[src/rtl/config_pkg.sv]
// Shared constants and FSM state type for the serial configuration loader.
// Latency: n/a (package only).
// Backpressure: n/a (package only).
package config_pkg;

    localparam int CFG_DATA_W = 32;
    localparam int CFG_ADDR_W = 8;
    localparam logic [CFG_ADDR_W-1:0] BROADCAST_ADDR = 8'hFF;
    localparam int FRAME_BITS = 1 + CFG_ADDR_W + CFG_DATA_W;

    typedef enum logic [1:0] {
        IDLE,
        ADDR,
        DATA,
        COMMIT
    } cfg_state_t;

endpackage

[src/rtl/config_deserializer.sv]
// MSB-first shift register with wrap-around bit counter; word includes the bit being shifted this cycle.
// Latency: word is combinational on the shifting cycle, registered afterwards.
// Backpressure: none; shifts only when shift_en is high, holds otherwise.
module config_deserializer #(
    parameter int WIDTH = 32
) (
    input  logic             clk,
    input  logic             reset,
    input  logic             clear,
    input  logic             shift_en,
    input  logic             bit_in,
    output logic [WIDTH-1:0] word,
    output logic             count_done
);

    localparam int CNT_W = (WIDTH > 1) ? $clog2(WIDTH) : 1;

    logic [WIDTH-1:0] shift_q;
    logic [WIDTH-1:0] shift_d;
    logic [CNT_W-1:0] count_q;

    assign shift_d    = {shift_q[WIDTH-2:0], bit_in};
    assign count_done = shift_en && (count_q == CNT_W'(WIDTH - 1));
    // Exposing the pre-edge shifted value lets the caller commit on the same edge as the last bit.
    assign word       = shift_en ? shift_d : shift_q;

    always_ff @(posedge clk or negedge reset) begin
        if (!reset) begin
            shift_q <= '0;
            count_q <= '0;
        end else begin
            if (shift_en) begin
                shift_q <= shift_d;
            end
            if (clear || count_done) begin
                count_q <= '0;
            end else if (shift_en) begin
                count_q <= count_q + 1'b1;
            end
        end
    end

endmodule

[src/rtl/config_loader.sv]
// Deserializes start/addr/data frames from a bit stream and writes the word to the addressed tile(s).
// Latency: config_en/config_data update on the edge accepting the last data bit (one COMMIT cycle).
// Backpressure: cfg_ready drops only during COMMIT; source holds cfg_bit/cfg_valid while low.
module config_loader
    import config_pkg::*;
#(
    parameter int NUM_TILES = 16,
    parameter int ADDR_W    = CFG_ADDR_W,
    parameter int DATA_W    = CFG_DATA_W
) (
    input  logic                 clk,
    input  logic                 reset,
    input  logic                 cfg_bit,
    input  logic                 cfg_valid,
    output logic                 cfg_ready,
    output logic [DATA_W-1:0]    config_data,
    output logic [NUM_TILES-1:0] config_en,
    output logic                 busy,
    output logic                 addr_err,
    output logic [15:0]          words_loaded
);

    cfg_state_t state_q;
    cfg_state_t state_d;

    logic addr_shift;
    logic addr_clr;
    logic addr_done;
    logic data_shift;
    logic data_clr;
    logic data_done;
    logic commit;

    logic [ADDR_W-1:0]    addr_word;
    logic [DATA_W-1:0]    data_word;
    logic [NUM_TILES-1:0] tile_sel;
    logic                 tile_hit;
    logic                 is_bcast;

    config_deserializer #(.WIDTH(ADDR_W)) u_addr_deser (
        .clk        (clk),
        .reset      (reset),
        .clear      (addr_clr),
        .shift_en   (addr_shift),
        .bit_in     (cfg_bit),
        .word       (addr_word),
        .count_done (addr_done)
    );

    config_deserializer #(.WIDTH(DATA_W)) u_data_deser (
        .clk        (clk),
        .reset      (reset),
        .clear      (data_clr),
        .shift_en   (data_shift),
        .bit_in     (cfg_bit),
        .word       (data_word),
        .count_done (data_done)
    );

    always_ff @(posedge clk or negedge reset) begin
        if (!reset) begin
            state_q <= IDLE;
        end else begin
            state_q <= state_d;
        end
    end

    always_comb begin
        state_d    = state_q;
        cfg_ready  = 1'b1;
        addr_shift = 1'b0;
        addr_clr   = 1'b0;
        data_shift = 1'b0;
        data_clr   = 1'b0;
        commit     = 1'b0;
        case (state_q)
            IDLE: begin
                if (cfg_valid && cfg_bit) begin
                    state_d  = ADDR;
                    addr_clr = 1'b1;
                end
            end
            ADDR: begin
                addr_shift = cfg_valid;
                if (addr_done) begin
                    state_d  = DATA;
                    data_clr = 1'b1;
                end
            end
            DATA: begin
                data_shift = cfg_valid;
                if (data_done) begin
                    state_d = COMMIT;
                    commit  = 1'b1;
                end
            end
            COMMIT: begin
                cfg_ready = 1'b0;
                state_d   = IDLE;
            end
            default: state_d = IDLE;
        endcase
    end

    always_comb begin
        tile_sel = '0;
        for (int i = 0; i < NUM_TILES; i++) begin
            tile_sel[i] = (addr_word == ADDR_W'(i));
        end
        tile_hit = |tile_sel;
        is_bcast = (addr_word == ADDR_W'(BROADCAST_ADDR));
    end

    // Outputs are loaded on the edge entering COMMIT so the pulse occupies exactly that cycle.
    always_ff @(posedge clk or negedge reset) begin
        if (!reset) begin
            config_data  <= '0;
            config_en    <= '0;
            addr_err     <= 1'b0;
            words_loaded <= '0;
        end else begin
            config_en <= '0;
            if (commit) begin
                if (tile_hit || is_bcast) begin
                    config_data <= data_word;
                    config_en   <= tile_hit ? tile_sel : '1;
                    if (words_loaded != 16'hFFFF) begin
                        words_loaded <= words_loaded + 16'd1;
                    end
                end else begin
                    addr_err <= 1'b1;
                end
            end
        end
    end

    assign busy = (state_q != IDLE);

endmodule

[config.mk]
export PLATFORM = sky130hd
export DESIGN_NAME = config_loader
export DESIGN_NICKNAME = d
export VERILOG_FILES = /design/src/rtl/config_pkg.sv /design/src/rtl/config_deserializer.sv /design/src/rtl/config_loader.sv
export SDC_FILE = /design/constraint.sdc
export NUM_CORES = 1
export LEC_CHECK = 0
export CELL_PAD_IN_SITES_DETAIL_PLACEMENT = 1
export CELL_PAD_IN_SITES_GLOBAL_PLACEMENT = 1
export CORE_MARGIN = 4
export CORE_UTILIZATION = 42
export DETAILED_ROUTE_END_ITERATION = 8
export PLACE_DENSITY_LB_ADDON = 0.1
export SLEW_MARGIN = 20
export SYNTH_ARGS = -nofsm -noshare
export SYNTH_HDL_FRONTEND = slang
export SYNTH_SLANG_ARGS = --single-unit
[constraint.sdc]
create_clock -name clk -period 2.9 [get_ports clk]
set_input_delay 0.58 -clock clk [delete_from_list [all_inputs] [get_ports clk]]
set_output_delay 0.58 -clock clk [all_outputs]
set_load 0.02 [all_outputs]
==> metrics.txt <==
crit-path max FO 12; H-Tree Level Count 4; clock skew about 9.0 ps; Yosys top cell area share 59.68%; post-CTS setup buffers 0; synth unique cells 43; First-pass DRT Iterations 4; Routed Antenna Nets 0; hold buffer count at CTS 0; Skew-Pair Late Insertion Delay ~400 ps; kind of critical path flip-flop to flip-flop; post-synthesis adder-cell area fraction 2.335%; die height roughly 120 um; drt wl/cell between 15 and 20 um; IO Pins 71; Critical Path Start u_data_deser.count_q[0]; Post-Place Cell Area approximately 5700 um^2; Worst Path Required around 3200 ps; Hold WC Path Type input pin to async pin; Synth Instances approximately 450; total CTS buffers 17; Via Count about 3500; Final Core Density 57.79%; EDFF count, synth 0; All-Layer GR Usage around a fifth; antenna cell count 0; post-DP HPWL between 7000 and 8000 um; CTS clock-pin slew for the worst setup and hold paths about 50 ps; FF-to-FF Start u_data_deser.count_q[0]; Setup violations, final 0; largest family of logic cells by synthesized area simple AND/OR/NAND/NOR gates; Avg Cell Area, Syn roughly 11 um^2; P per Cell Area roughly 820 nW/um^2; Max Cap Viol 0; CP endpoint words_loaded[1]; Final Power between 5 and 6 mW; first-pass GRT wire length 19380 um; Slew headroom 56.93%; TNS Setup 0 ps; cells on worst reg2reg path 8; pin count of the biggest net entering global routing 50; vias per cell between 5 and 6; worst hold margin approximately 190 ps; RSZ-0062 raised after global routing no; grt ovf 0; routability cong. about 0.86; VDD IR max 0.4355 mV; area delta synth->final 32.20%; delay-heaviest family, CP compound AO/OA/AOI/OAI gates; status completed; critical path, cell by cell ha_1 > and3_1 > ha_1 > nand3_2 > a211o_1 > o22ai_4 > nand2_1 > mux2_1; root buf cell clkbuf_16; initial antenna violation count 0; Synth Warn # 0; final hold vios 0; top post-synthesis cells by area dfrtp_1 (60%), nand2_1 (9.3%), mux2_2 (8.6%); Leak roughly 3.1 nW; Worst path most repeated cell ha_1; startpoint types flip-flop; fraction of synthesized area in multiplexers 8.874%; R2R Setup Slk roughly 380 ps; Post-Synth XOR/XNOR Area between 2 and 2.5%; register area share after synthesis between 50% and 60%; maximum clock insertion buffer count 2; fin crit share about 87%; nets 540; vias in the first global route 3939; Main synth FF type dfrtp_1; Max Transition Viols Final 0; fraction of registers with async set/reset 100.0%; Synth Area in Compound Gates 5.786%; Yosys reg bits approximately 120; full die area 13260 um^2; CP arrival about 2800 ps; slowest stage delay, CP around 380 ps; die width approximately 120 um; row count 38; crit end category flip-flop; syn nets roughly 460; TritonCTS clock tree yes; Fmax 396.5 MHz; cell taking the most area after synthesis dfrtp_1; measured slew at the worst slew-check pin between 600 and 700 ps; Reg-to-Reg End words_loaded[1]; Levels on crit path 8; Slowest cell on crit path dfrtp_1; I/O Buffers 70; initial core utilization between 40% and 50%; final WL between 10000 and 15000 um; Synth Area in Simple Gates 18.55%; CTS resizes 0; Sink Count between 100 and 150; crit path buf inv count 0; fillers around 1200; share of layout cells above drive strength 1 roughly 16%; Synth Cell Area 4822 um^2; post-route cell area ~6400 um^2; initial drt markers 138; Residual DRC 0; core area approximately 11000 um^2; min Tclk post-route 2522 ps
==> report_power, final <==
group          switching (mW)  internal [mW]
sequential              0.132           1.77
combinational           0.569          0.402
clock                   0.713           1.65
==> worst reg2reg max path, cell delays in order, from the launching register on <==
cell and delay [ps]:
dfrtp_1 380, ha_1 200, and3_1 180, ha_1 290, nand3_2 150, a211o_1 350
o22ai_4 340, nand2_1 180, mux2_1 330
==> worst min-delay path by stage <==
stage                   startpoint             end
floorplan                    reset        addr_err
global placement          addr_err        addr_err
detailed placement  config_data[7]  config_data[7]
CTS                          reset   config_en[11]
global route                 reset   config_en[11]
finish                       reset   config_en[11]
==> registers in the layout, indices dropped and copies added, names as in the netlist <==
| signal | flops |
|---|---|
| addr_err | 1 |
| config_data | 32 |
| config_en | 16 |
| state_q | 2 |
| u_addr_deser.count_q | 3 |
| u_addr_deser.shift_q | 8 |
| u_data_deser.count_q | 5 |
| u_data_deser.shift_q | 32 |
| words_loaded | 16 |
==> layout by cell type (no fill, tap or decap), types with 2 or more instances in the layout <==
cell             synthesis  final
inv_1                    5      5
nand3_1                 19     19
clkdlybuf4s50_1          0     69
ha_1                     9      9
xnor2_1                  8      8
nand2_1                119    118
buf_12                   0      2
o22ai_1                  3      3
a21bo_2                  2      2
a31oi_1                  3      3
clkbuf_1                 5      3
a21boi_0                 2      2
clkbuf_8                 0      2
bufinv_16                0      6
clkbuf_16                0     17
and3_1                   8      8
nor3b_1                  4      4
clkinv_2                 0      3
xor2_1                   4      4
buf_4                    2     10
a21oi_1                 23     23
nand2b_1                 2      2
mux2_2                  37     37
nor2_1                  33     33
nand4_1                  5      5
o21ai_0                  2      2
dfrtp_1                115    115
nor3_1                   5      5
==> routing by layer <==
layer / GRT usage, % / wire length, um
met1: 23.12 / 5032
met4: 9.233 / 289
met2: 30.05 / 5546
met5: 0 / 0
met3: 5.474 / 454
==> synthesized netlist by cell type (all sizes together) (2+ instances only) <==
master  instances
nand2         119
dfrtp         115
mux2           38
nor2           33
a21oi          23
nand3          20
buf            14
ha              9
and3            8
xnor2           8
nor3            6
clkbuf          5
inv             5
nand4           5
nor3b           5
o22ai           4
xor2            4
a31oi           3
a21bo           2
a21boi          2
nand2b          2
o21ai           2
==> through the flow <==
step | setup slack (ps) | std cells
6_report | 377.8 | 680
5_1_grt | 216.6 | 680
4_1_cts | 357.8 | 680
3_5_place_dp | 84.70 | 648
3_3_place_gp | 170.2 | 648
2_1_floorplan | 703.3 | 446
==> layout make-up <==
cell class              instances  area [um^2]  area share, %
inverters                       5        18.77         0.2944
well taps                     140        175.2          2.748
repair buffers                 81        805.8          12.64
flip-flops and latches        115         2878          45.14
clock inverters                10        202.7          3.180
multi-input cells             307         1831          28.71
clock buffers                  22        464.2          7.282
==> kinds of logic after synthesis <==
| kind of cell | after synthesis |
|---|---|
| simple gates | 204 |
| flops | 115 |
| compound gates | 44 |
| mux | 38 |
| buf+inv | 24 |
| xor+xnor | 12 |
| fa+ha+maj | 9 |
Power figures use the tool's default switching activity.
